### src/rtl/bcd_range_counter.sv
// bcd_range_counter: N-digit BCD counter that wraps over [MIN_VAL, limit].
// The limit is a runtime input, so one block can serve any clock or calendar field.
// It also provides a checked synchronous load, a registered wrap carry and a
// combinational flag for an invalid limit.
module bcd_range_counter #(
  parameter int N_DIGITS = 2,
  parameter int MIN_VAL  = 0
) (
  input  logic                  clk,
  input  logic                  rst,
  input  logic                  tick,
  input  logic                  up,
  input  logic                  down,
  input  logic                  load,
  input  logic [4*N_DIGITS-1:0] load_val,
  input  logic [4*N_DIGITS-1:0] limit,
  output logic [4*N_DIGITS-1:0] count,
  output logic                  carry,
  output logic                  load_err,
  output logic                  cfg_err
);

  localparam int W = 4 * N_DIGITS;

  // Convert an integer into packed BCD. Digit 0 is the units digit.
  function automatic logic [W-1:0] to_bcd(input int v);
    logic [W-1:0] r;
    int           rem;
    r   = '0;
    rem = v;
    for (int k = 0; k < N_DIGITS; k++) begin
      r[4*k +: 4] = 4'(rem % 32'sd10);
      rem         = rem / 32'sd10;
    end
    return r;
  endfunction

  // Return true when every digit is a legal BCD code (0..9).
  function automatic logic bcd_valid(input logic [W-1:0] b);
    logic ok;
    ok = 1'b1;
    for (int k = 0; k < N_DIGITS; k++) begin
      if (b[4*k +: 4] > 4'd9) ok = 1'b0;
      else                    ok = ok;
    end
    return ok;
  endfunction

  // Decode BCD to binary. 16 bits hold 9999, so every legal N_DIGITS fits.
  function automatic logic [15:0] bcd_to_bin(input logic [W-1:0] b);
    logic [15:0] acc;
    acc = 16'd0;
    for (int k = N_DIGITS - 1; k >= 0; k--) begin
      acc = acc * 16'd10 + 16'(b[4*k +: 4]);
    end
    return acc;
  endfunction

  // Increment a BCD value. A units digit at 9 becomes 0 and ripples into the next digit.
  function automatic logic [W-1:0] bcd_inc(input logic [W-1:0] b);
    logic [W-1:0] r;
    logic         c;
    r = b;
    c = 1'b1;
    for (int k = 0; k < N_DIGITS; k++) begin
      if (c) begin
        if (r[4*k +: 4] == 4'd9) begin
          r[4*k +: 4] = 4'd0;
        end else begin
          r[4*k +: 4] = r[4*k +: 4] + 4'd1;
          c           = 1'b0;
        end
      end else begin
        c = 1'b0;
      end
    end
    return r;
  endfunction

  // Decrement a BCD value. A digit at 0 becomes 9 and borrows from the next digit.
  function automatic logic [W-1:0] bcd_dec(input logic [W-1:0] b);
    logic [W-1:0] r;
    logic         c;
    r = b;
    c = 1'b1;
    for (int k = 0; k < N_DIGITS; k++) begin
      if (c) begin
        if (r[4*k +: 4] == 4'd0) begin
          r[4*k +: 4] = 4'd9;
        end else begin
          r[4*k +: 4] = r[4*k +: 4] - 4'd1;
          c           = 1'b0;
        end
      end else begin
        c = 1'b0;
      end
    end
    return r;
  endfunction

  localparam logic [W-1:0] MIN_BCD = to_bcd(MIN_VAL);
  localparam logic [15:0]  MIN_BIN = 16'(MIN_VAL);

  logic [W-1:0] count_r;
  logic         carry_r;
  logic         load_err_r;

  logic [15:0]  count_bin_s;
  logic [15:0]  limit_bin_s;
  logic [15:0]  load_bin_s;
  logic         limit_ok_s;
  logic         load_ok_s;
  logic         at_top_s;
  logic         at_bottom_s;
  logic         above_top_s;
  logic [W-1:0] count_nxt_s;
  logic         carry_nxt_s;
  logic         load_err_nxt_s;

  // Decode the operands and derive the range conditions.
  // While the limit is invalid, a load is only checked against the lower bound.
  always_comb begin
    count_bin_s = bcd_to_bin(count_r);
    limit_bin_s = bcd_to_bin(limit);
    load_bin_s  = bcd_to_bin(load_val);
    limit_ok_s  = bcd_valid(limit) && (limit_bin_s >= MIN_BIN);
    load_ok_s   = bcd_valid(load_val) && (load_bin_s >= MIN_BIN) &&
                  (!limit_ok_s || (load_bin_s <= limit_bin_s));
    at_top_s    = (count_bin_s >= limit_bin_s);
    at_bottom_s = (count_bin_s <= MIN_BIN);
    above_top_s = (count_bin_s > limit_bin_s);
  end

  // Choose the next state. Priority is load, then tick, then up/down.
  always_comb begin
    count_nxt_s    = count_r;
    carry_nxt_s    = 1'b0;
    load_err_nxt_s = 1'b0;
    if (load) begin
      if (load_ok_s) count_nxt_s    = load_val;
      else           load_err_nxt_s = 1'b1;
    end else if (!limit_ok_s) begin
      count_nxt_s = count_r;
    end else if (tick) begin
      if (at_top_s) begin
        count_nxt_s = MIN_BCD;
        carry_nxt_s = 1'b1;
      end else begin
        count_nxt_s = bcd_inc(count_r);
      end
    end else if (up && !down) begin
      if (at_top_s) count_nxt_s = MIN_BCD;
      else          count_nxt_s = bcd_inc(count_r);
    end else if (down && !up) begin
      if (at_bottom_s || above_top_s) count_nxt_s = limit;
      else                            count_nxt_s = bcd_dec(count_r);
    end else begin
      count_nxt_s = count_r;
    end
  end

  // Update the state registers. Synchronous reset returns the counter to MIN_VAL.
  always_ff @(posedge clk) begin
    if (rst) begin
      count_r    <= MIN_BCD;
      carry_r    <= 1'b0;
      load_err_r <= 1'b0;
    end else begin
      count_r    <= count_nxt_s;
      carry_r    <= carry_nxt_s;
      load_err_r <= load_err_nxt_s;
    end
  end

  assign count    = count_r;
  assign carry    = carry_r;
  assign load_err = load_err_r;
  assign cfg_err  = !limit_ok_s;

endmodule

### config.mk
export PLATFORM = sky130hd
export DESIGN_NAME = bcd_range_counter
export DESIGN_NICKNAME = d
export VERILOG_FILES = /design/src/rtl/bcd_range_counter.sv
export SDC_FILE = /design/constraint.sdc
export NUM_CORES = 1
export LEC_CHECK = 0
export CAP_MARGIN = 20
export CORE_MARGIN = 2
export CORE_UTILIZATION = 59
export DETAILED_ROUTE_END_ITERATION = 12
export GPL_ROUTABILITY_DRIVEN = 1
export HOLD_SLACK_MARGIN = 0.12
export PLACE_DENSITY = 0.85
export SLEW_MARGIN = 25
export SYNTH_ARGS = -nofsm -noshare
export SYNTH_HDL_FRONTEND = slang
export SYNTH_SLANG_ARGS = --single-unit
### constraint.sdc
create_clock -name clk -period 12.7 [get_ports clk]
set_input_delay 2.54 -clock clk [delete_from_list [all_inputs] [get_ports clk]]
set_output_delay 2.54 -clock clk [all_outputs]
set_load 0.05 [all_outputs]
==> results.md, run 1 <==
* Port Buffers at 32
* Synthesized Nets at 384
* Global route total overflow at 0
* Vias in the first global route at around 2300
* Ports at 33
* Synth top area share at 24.88%
* Cts bufs inserted at 3
* # resized after CTS at 0
* Min Tclk post-route at ~6.9 ns
* Site Rows at 23
* VDD IR max at roughly 0.047 mV
* Fin Setup TNS at 0 ns
* Max H-tree Level at 1
* Most area-consuming cells after synthesis: ha_1 (25%), dfxtp_1 (8.3%), a21oi_1 (5.4%)
* Cell variety after synth at 54
* DIE HEIGHT at approximately 68 um
* CP max FO at 7
* Placed Cells at roughly 380
* MaxCap Viol Count at 0
* Multi-input gate area at 0.002095 mm2
* Antenna diodes at 0
* Largest net degree at the start of global routing at 17
* Seq/Total Area, Yosys at under 10%
* Vias post-DR at around 2500
* Number of DRC markers in iteration 0 at 242
* # hold bufs at CTS at 0
* Worst path arrival time at between 4 and 5 ns
* Ys Warns at 0
* Layout area overhead at 15.55%
* WP data required at between 10 and 15 ns
* Post-synth EDFFs at 0
* Lkg Pwr at 1.239 nW
* CTS root buf: clkbuf_8
* Cells after Synth at ~310
* Initial core utilization at 60.78%
* Syn Area/Cell at about 7.8 um2
* RSZ-0062 raised after global routing: no
* Routability congestion estimate at 0.9820
* # clock sinks at 10
* First-pass GRT wire length at 10610 um
* Most common cell after layout, fill and taps aside: ha_1
* Worst-Margin Slew at between 0.7 and 0.8 ns
* Chip width at about 68 um
* HPWL Detailed at approximately 5300 um
* Most frequent cells in the layout: ha_1 (48), clkdlybuf4s50_1 (32), nand2_1 (27)
* Post-CTS setup buffer count at 0
* Die area at 0.004619 mm2
* Overall routing resource usage at a little under a third
* Status: finished, final reports clean
* Synth Cell Area at around 0.0024 mm2
* Ys flop type: dfxtp_1
* NumNets Final at around 410
* Asr flop ratio synth at 0%
* Hold WC Path Type: reg -> reg
* DRC Markers at 0
* Layout cell share with drive strength beyond 1 at ~3.9%
* CP endpoint kind: primary output
* Core ar. at a little under 0.004 mm2
* Initial antenna violation count at 0
* CTS Buffer Depth at 2
* CTS tree: built
* Clock Latency Late Sink at 0.24 ns
* WL/cell at around 17 um
* Count of final hold-check violations at 0
* Slew margin rel. at between 40% and 50%
* Period Utilization, post-route at a little over half
* FF+latch count, synth at 10
* Fin. max-slew vios at 0
* Drt first pass iters at 6
* Detail-routed via count per cell at 6.639
* Synth area leader: ha_1
* Fill count at around 360
* Routed Wire Length at 6615 um
* Fmax at about 150 MHz
* Seq. cell area at about 200 um2
* Clock Skew at around 0.0042 ns
* Setup CP Type: in -> out
* Layout Cells excl Fill at between 300 and 400
* Startpoint Class: input port
* CTS clk-pin slew, worst paths at 0.05 ns
* Power Dens Cells at about 120 mW/mm2
* # setup viols final at 0
* Routed Antenna Nets at 0
stage by stage:
stage                     setup slack (ns)  total power [mW]  area, um2  util (%)  hold WS (ns)
after detailed placement             5.823            0.2903       2734     68.84        0.5973
after floorplan                      6.753            0.2321       2414         -        0.7458
after global routing                 5.721            0.3684       2789     70.23        0.6482
after global placement               5.867            0.2828       2734     68.84        0.5823
after CTS                            5.834            0.3330       2789     70.23        0.6055
final                                5.812            0.3383       2789     70.23        0.6302
area by class of cell:
type	count	area share (%)
multi-input combinational	271	75.10
sequential	10	7.178
tap	50	2.243
timing repair buffer	32	11.48
clock buffer	4	1.974
inverter	15	2.019
sequential cells by signal, indices dropped and copies added, names as in the netlist:
register  cells
carry         1
count         8
load_err      1
power by group:
part,leakage (nW),internal [mW],switching [mW],total (mW)
Combinational,1.13,0.0955,0.150,0.246
Sequential,0.0822,0.0365,0.0145,0.0509
Clock,0.0288,0.0274,0.0145,0.0419
Total,1.24,0.159,0.179,0.338
cells in the mapped netlist (2+ instances only):
library cell,count
ha_1,48
nand2_1,27
a21oi_1,26
nor2_1,20
o21ai_0,17
inv_1,15
a21o_1,11
xor2_1,11
dfxtp_1,10
nand3_1,9
xnor2_1,9
a211oi_1,8
o211ai_1,8
clkbuf_1,7
fa_1,6
nor3_1,6
o21a_1,5
nand4_1,4
nor2b_1,4
nor4_1,4
o22ai_1,4
nor3b_1,3
o2111ai_1,3
or2_2,3
a31oi_1,2
a41oi_1,2
and4_1,2
buf_2,2
buf_6,2
nand2b_1,2
o2111a_1,2
o211a_1,2
o32ai_1,2
or4_1,2
worst max-delay path, stage by stage:
cell and delay [ns]:
clkdlybuf4s50_1 0.62, o21ai_0 0.18, nand2_1 0.17, clkdlybuf4s50_1 0.82
cell families (layout without fill, tap and decap cells):
group,Yosys count,after routing,synth area share (%)
AO/OA/AOI/OAI,104,104,30.17
AND/OR/NAND/NOR,92,92,19.08
adder cells (fa/ha/maj),54,54,29.86
buffers and inverters,27,51,4.925
XOR/XNOR,20,20,7.258
flip-flops,10,10,8.294
multiplexers,1,1,0.4147
final timing paths:
check | startpoint | end | slack (ns) | cells past startpoint
setup / recovery | limit[7] | cfg_err | 5.81 | 4
hold / removal | count[3]$_SDFFE_PP0P_ | count[3]$_SDFFE_PP0P_ | 0.63 | 2
setup reg to reg | count[7]$_SDFFE_PP0P_ | count[5]$_SDFFE_PP0P_ | 7.88 | 14
hold reg to reg | count[3]$_SDFFE_PP0P_ | count[3]$_SDFFE_PP0P_ | 0.63 | 2
routing by layer:
layer	GRT usage, %	wire length, um	vias to the layer above	part of all wire, %
met5	0	0	-	0
met4	12.50	252	0	3.8
met3	2.961	469	28	7.1
met2	45.39	2875	140	43
met1	43.04	3017	1151	46
li1	-	-	1217	-
Power figures use the tool's default switching activity.
==> inputs of run 2 (changes only) <==
--- a/config.mk
+++ b/config.mk
@@ -7,11 +7,11 @@
 export LEC_CHECK = 0
 export CAP_MARGIN = 20
 export CORE_MARGIN = 2
-export CORE_UTILIZATION = 59
+export CORE_UTILIZATION = 57
 export DETAILED_ROUTE_END_ITERATION = 12
 export GPL_ROUTABILITY_DRIVEN = 1
 export HOLD_SLACK_MARGIN = 0.12
-export PLACE_DENSITY = 0.85
+export PLACE_DENSITY = 0.82
 export SLEW_MARGIN = 25
 export SYNTH_ARGS = -nofsm -noshare
 export SYNTH_HDL_FRONTEND = slang
==> constraint.sdc (replaced) <==
create_clock -name clk -period 6.8 [get_ports clk]
set_input_delay 1.36 -clock clk [delete_from_list [all_inputs] [get_ports clk]]
set_output_delay 1.36 -clock clk [all_outputs]
set_load 0.05 [all_outputs]
==> results.md, run 2 (same netlist as run 1, synthesis figures left out) <==
* Status: finished, final reports clean
* Worst-Margin Slew at 0.7937 ns (+0.02654 ns)
* Most common cell after layout, fill and taps aside: ha_1
* WP data required at 6.94 ns (-3.22 ns)
* Internal power at 0.2859 mW (+79%)
* Crit-path slowest cell: clkdlybuf4s50_1
* Period Utilization, post-route at approximately four fifths
* Vias in the first global route at 2405 (+5.9%)
* Clock Latency Late Sink at 0.24 ns (about the same)
* Fmax at ~190 MHz
* Fin. max-slew vios at 0 (unchanged)
* WL/cell at 17.40 um (+0.46%)
* Worst path arrival time at 5.48 ns (+1.13 ns)
* # hold bufs at CTS at 0 (unchanged)
* Global route total overflow at 0 (unchanged)
* Max H-tree Level at 1 (unchanged)
* Most frequent cells in the layout: ha_1 (48), clkdlybuf4s50_1 (32), nand2_1 (27)
* Number of DRC markers in iteration 0 at 252 (+4.1%)
* CTS clk-pin slew, worst paths at 0.05 ns (about the same)
* Layout area overhead at 14.98%
* Net Sw Frac at 53.36% (+0.48 points)
* Ports at 33 (unchanged)
* Slew margin rel. at 46.89% (-1.8 points)
* # resized after CTS at 0 (unchanged)
* Most common cell on crit path: ha_1
* Psw at 0.3271 mW (+83%)
* Pre-CTS WS at 1.260 ns (-4.562 ns)
* Max reg flops at 8 (unchanged)
* First-pass GRT wire length at 11080 um (+4.5%)
* Setup CP Type: in -> reg
* # clock sinks at 10 (unchanged)
* Die area at 0.004771 mm2 (+3.3%)
* Detail-routed via count per cell at 6.688 (+0.74%)
* Count of final hold-check violations at 0 (unchanged)
* CP max stage delay at 0.59 ns (-0.23 ns)
* Clock Skew at 0.004909 ns (+0.0007099 ns)
* Startpoint Class: input port
* Initial antenna violation count at 0 (unchanged)
* Drt first pass iters at 6 (unchanged)
* DRC Markers at 0 (unchanged)
* DIE HEIGHT at 69.07 um (+1.6%)
* Lkg Pwr at 1.231 nW (-0.58%)
* Routability congestion estimate at 0.9734 (-0.88%)
* Post-CTS setup buffer count at 0 (unchanged)
* Worst setup margin at 1.458 ns (-4.354 ns)
* Combinational share of power at 74.3% (+1.7 points)
* Site Rows at 23 (unchanged)
* VDD IR max at 0.08471 mV (+82%)
* Vias post-DR at 2548 (+0.47%)
* CP max FO at 8 (+1)
* Clock power frac at 10.1% (-2.3 points)
* Overall routing resource usage at 27.68% (-2.3 points)
* Chip width at 69.07 um (+1.6%)
* Hold WC Path Type: reg -> reg
* NumNets Final at 409 (unchanged)
* MaxCap Viol Count at 0 (unchanged)
* Antenna diodes at 0 (unchanged)
* Largest net degree at the start of global routing at 17 (unchanged)
* Fin Setup TNS at 0 ns (unchanged)
* Min Tclk post-route at roughly 5.3 ns
* Reg power frac at 15.6% (+0.5 points)
* # setup viols final at 0 (unchanged)
* CTS tree: built
* HPWL Detailed at 5326 um (+1.3%)
* Core ar. at 0.004029 mm2 (+1.4%)
* Layout cell share with drive strength beyond 1 at 3.625% (-0.29 points)
* RSZ-0062 raised after global routing: no
* Power Dens Cells at 220.9 mW/mm2 (+82%)
* CP endpoint kind: flip-flop
* Crit path max-delay family: adder cells
* Cts bufs inserted at 3 (unchanged)
* CTS Buffer Depth at 2 (unchanged)
* Routed Antenna Nets at 0 (unchanged)
* Port Buffers at 32 (unchanged)
* Routed Wire Length at 6628 um (+0.20%)
* Initial core utilization at 59.91% (-0.87 points)
* Worst path bufs/invs at 1 (-1)
* CTS root buf: clkbuf_8
* Crit path cell chain: clkdlybuf4s50_1 > ha_1 > ha_1 > fa_1 > nand2_1 > nor2_1 > xnor2_1 > ha_1 > nand4_1 > nor3_1 > o32ai_2 > nor2b_2 > or4_1 > o211a_1 > o41ai_2
## run 2: area by class of cell
class	count	area [um2]
Timing Repair Buffer	32	320.3
Sequential cell	10	200.2
Fill cell	362	1254
Tap cell	50	62.56
Inverter	15	56.30
Multi-Input combinational cell	271	2095
Clock buffer	3	41.29
## run 2: worst paths after layout
check	slack [ns]	cells past startpoint	end	startpoint
max reg2reg	1.99	14	count[5]$_SDFFE_PP0P_	count[7]$_SDFFE_PP0P_
min	0.64	2	count[3]$_SDFFE_PP0P_	count[3]$_SDFFE_PP0P_
max	1.46	15	count[5]$_SDFFE_PP0P_	limit[7]
min reg2reg	0.64	2	count[3]$_SDFFE_PP0P_	count[3]$_SDFFE_PP0P_
## run 2: per-layer routing
layer  track usage [%]  vias to the layer above  part of all wire [%]
li1                  -                     1208                     -
met1             38.15                     1174                    44
met2             44.66                      139                    45
met3             3.363                       27                   8.5
met4             9.150                        0                   3.0
met5                 0                        -                     0
## run 2: power groups by stage
| stage | clock [mW] | sequential (mW) | combinational, mW |
|---|---|---|---|
| 4_1_cts | 0.0618 | 0.0946 | 0.447 |
| 3_3_place_gp | 0 | 0.0952 | 0.433 |
| 3_5_place_dp | 0 | 0.0956 | 0.443 |
| 6_report | 0.0618 | 0.0956 | 0.456 |
| 5_1_grt | 0.0648 | 0.0982 | 0.502 |
| 2_1_floorplan | 0 | 0.117 | 0.316 |
## run 2: through the flow
| step | std cells | instance area, um2 | util, % | hold WS, ns | power, mW |
|---|---|---|---|---|---|
| 6_report | 381 | 2775 | 68.88 | 0.6385 | 0.6129 |
| 5_1_grt | 381 | 2775 | 68.88 | 0.6730 | 0.6648 |
| 4_1_cts | 381 | 2775 | 68.88 | 0.6214 | 0.6037 |
| 3_5_place_dp | 378 | 2734 | 67.86 | 0.6138 | 0.5388 |
| 3_3_place_gp | 378 | 2734 | 67.86 | 0.6084 | 0.5282 |
| 2_1_floorplan | 308 | 2414 | - | 0.7458 | 0.4334 |
## run 2: worst reg2reg max path, delay by kind of cell, from the launching register on
kind                     cells  cell delay (ns)
AND/OR/NAND/NOR              5             1.26
AO/OA/AOI/OAI                5             1.23
flip-flops                   1             0.65
adder cells (fa/ha/maj)      4             1.56
==> inputs of run 3 (changes only) <==
==> constraint.sdc (replaced) <==
create_clock -name clk -period 5.3 [get_ports clk]
set_input_delay 1.06 -clock clk [delete_from_list [all_inputs] [get_ports clk]]
set_output_delay 1.06 -clock clk [all_outputs]
set_load 0.05 [all_outputs]
==> results.md, run 3 (same netlist as run 1, synthesis figures left out) <==
* # resized after CTS at 0 (unchanged)
* Startpoint Class: input port
* CTS tree: built
* Clock Skew at 0.005636 ns (+0.0007274 ns)
* Site Rows at 23 (unchanged)
* # hold bufs at CTS at 0 (unchanged)
* Lkg Pwr at 1.266 nW (+2.8%)
* CP max stage delay at 0.54 ns (-0.05 ns)
* Ports at 33 (unchanged)
* Post-Route Utilization at 70.19% (+1.3 points)
* HPWL Detailed at 5664 um (+6.3%)
* Port Buffers at 32 (unchanged)
* WL/cell at 17.61 um (+1.2%)
* Total Power at 0.8075 mW (+32%)
* WHS at 0.6349 ns (-0.003573 ns)
* Psw at 0.4250 mW (+30%)
* Reg power frac at 14.0% (-1.6 points)
* Clock power frac at 9.9% (-0.2 points)
* # clock sinks at 10 (unchanged)
* Vias in the first global route at 2437 (+1.3%)
* CP endpoint kind: flip-flop
* Worst setup margin at 0.3893 ns (-1.069 ns)
* Layout cell share with drive strength beyond 1 at 5.621% (+2.0 points)
* Status: finished, final reports clean
* Max reg flops at 8 (unchanged)
* Global route total overflow at 0 (unchanged)
* CTS clk-pin slew, worst paths at 0.05 ns (about the same)
* # setup viols final at 0 (unchanged)
* Min Tclk post-route at 4.911 ns
* Final instance area at 0.002828 mm2 (+1.9%)
* Cts bufs inserted at 3 (unchanged)
* Placed Cells at 385 (+1.9%)
* Clock Latency Late Sink at 0.24 ns (about the same)
* Routed Wire Length at 6834 um (+3.1%)
* Fmax at 203.6 MHz
* CTS root buf: clkbuf_8
* Setup CP Type: in -> reg
* NumNets Final at 416 (+1.7%)
* Number of DRC markers in iteration 0 at 383 (+52%)
* Period Utilization, post-route at just over 90%
* Drt first pass iters at 5 (-1)
* Layout Cells excl Fill at 388 (+1.8%)
* Largest net degree at the start of global routing at 17 (unchanged)
* Count of final hold-check violations at 0 (unchanged)
* Most common cell after layout, fill and taps aside: ha_1
* Worst-Margin Slew at 0.7625 ns (-0.03129 ns)
* DRC Markers at 0 (unchanged)
* Die area at 0.004771 mm2 (unchanged)
* Most frequent cells in the layout: ha_1 (48), clkdlybuf4s50_1 (32), nand2_1 (27)
* Pre-CTS WS at 0.2009 ns (-1.060 ns)
* Combinational share of power at 76.1% (+1.8 points)
* Chip width at 69.07 um (unchanged)
* Fin Setup TNS at 0 ns (unchanged)
* Fin. max-slew vios at 0 (unchanged)
* Detail-routed via count per cell at 6.644 (-0.65%)
* Antenna diodes at 0 (unchanged)
* Routability congestion estimate at 1.007 (+3.4%)
* Power Dens Cells at 285.6 mW/mm2 (+29%)
* RSZ-0062 raised after global routing: no
* Crit path cell chain: clkdlybuf4s50_1 > ha_1 > ha_1 > fa_1 > nand2_1 > nor2_1 > nand2_1 > ha_1 > a211oi_2 > nand2_1 > o32ai_2 > nor2b_2 > buf_4 > nor4_1 > a211oi_1 > o41ai_1
* Max H-tree Level at 1 (unchanged)
* Crit-path slowest cell: fa_1
* Net Sw Frac at 52.63% (-0.73 points)
* Overall routing resource usage at 29.53% (+1.8 points)
* Worst path arrival time at 5.04 ns (-0.44 ns)
* MaxCap Viol Count at 0 (unchanged)
* VDD IR max at 0.1141 mV (+35%)
* Post-CTS setup buffer count at 0 (unchanged)
* Vias post-DR at 2578 (+1.2%)
* DP Area at 0.002786 mm2 (+1.9%)
* DIE HEIGHT at 69.07 um (unchanged)
* Routed Antenna Nets at 0 (unchanged)
* CP max FO at 7 (-1)
* First-pass GRT wire length at 11700 um (+5.5%)
* Internal power at 0.3825 mW (+34%)
* WP data required at 5.43 ns (-1.51 ns)
* Core ar. at 0.004029 mm2 (unchanged)
* Slew margin rel. at 48.98% (+2.1 points)
* CTS Buffer Depth at 2 (unchanged)
* Hold WC Path Type: reg -> reg
* Initial core utilization at 59.91% (unchanged)
* Initial antenna violation count at 0 (unchanged)
* Layout area overhead at 17.16%
-- run 3: cell types whose count changed in the layout (fill, tap and decap cells not counted) --
cell	previous run	this run
buf_4	0	7
-- run 3: area by class of cell --
| cell class | instances | area, um2 |
|---|---|---|
| Multi-Input combinational cell | 271 | 2095 |
| Fill cell | 352 | 1201 |
| Timing Repair Buffer | 39 | 372.9 |
| Sequential cell | 10 | 200.2 |
| Tap cell | 50 | 62.56 |
| Inverter | 15 | 56.30 |
| Clock buffer | 3 | 41.29 |
-- run 3: final timing paths --
| kind | from | to | slack [ns] | cells after the start |
|---|---|---|---|---|
| setup / recovery | limit[5] | count[3]$_SDFFE_PP0P_ | 0.39 | 16 |
| hold / removal | count[3]$_SDFFE_PP0P_ | count[3]$_SDFFE_PP0P_ | 0.63 | 2 |
| setup reg to reg | count[6]$_SDFFE_PP0P_ | count[3]$_SDFFE_PP0P_ | 0.85 | 15 |
| hold reg to reg | count[3]$_SDFFE_PP0P_ | count[3]$_SDFFE_PP0P_ | 0.63 | 2 |
-- run 3: power groups by stage --
stage	registers [mW]	logic (mW)	clock network, mW
global placement	0.114	0.590	0
CTS	0.112	0.604	0.0789
detailed placement	0.114	0.602	0
global route	0.116	0.680	0.0839
floorplan	0.151	0.406	0
finish	0.113	0.615	0.0802
-- run 3: layer usage --
metal,global-route usage (%),vias up,part of all wire [%]
met5,0,-,0
met4,7.843,0,1.8
met3,2.485,15,7.4
met2,48.82,123,47
met1,41.22,1213,44
li1,-,1227,-
-- run 3: worst max-delay path: cells and delay by family --
kind                       cells  cell delay, ns
AOI/OAI and AO/OA              4            1.07
adders and majority gates      4            1.43
buffers and inverters          2            0.60
and+or+nand+nor                6            0.88
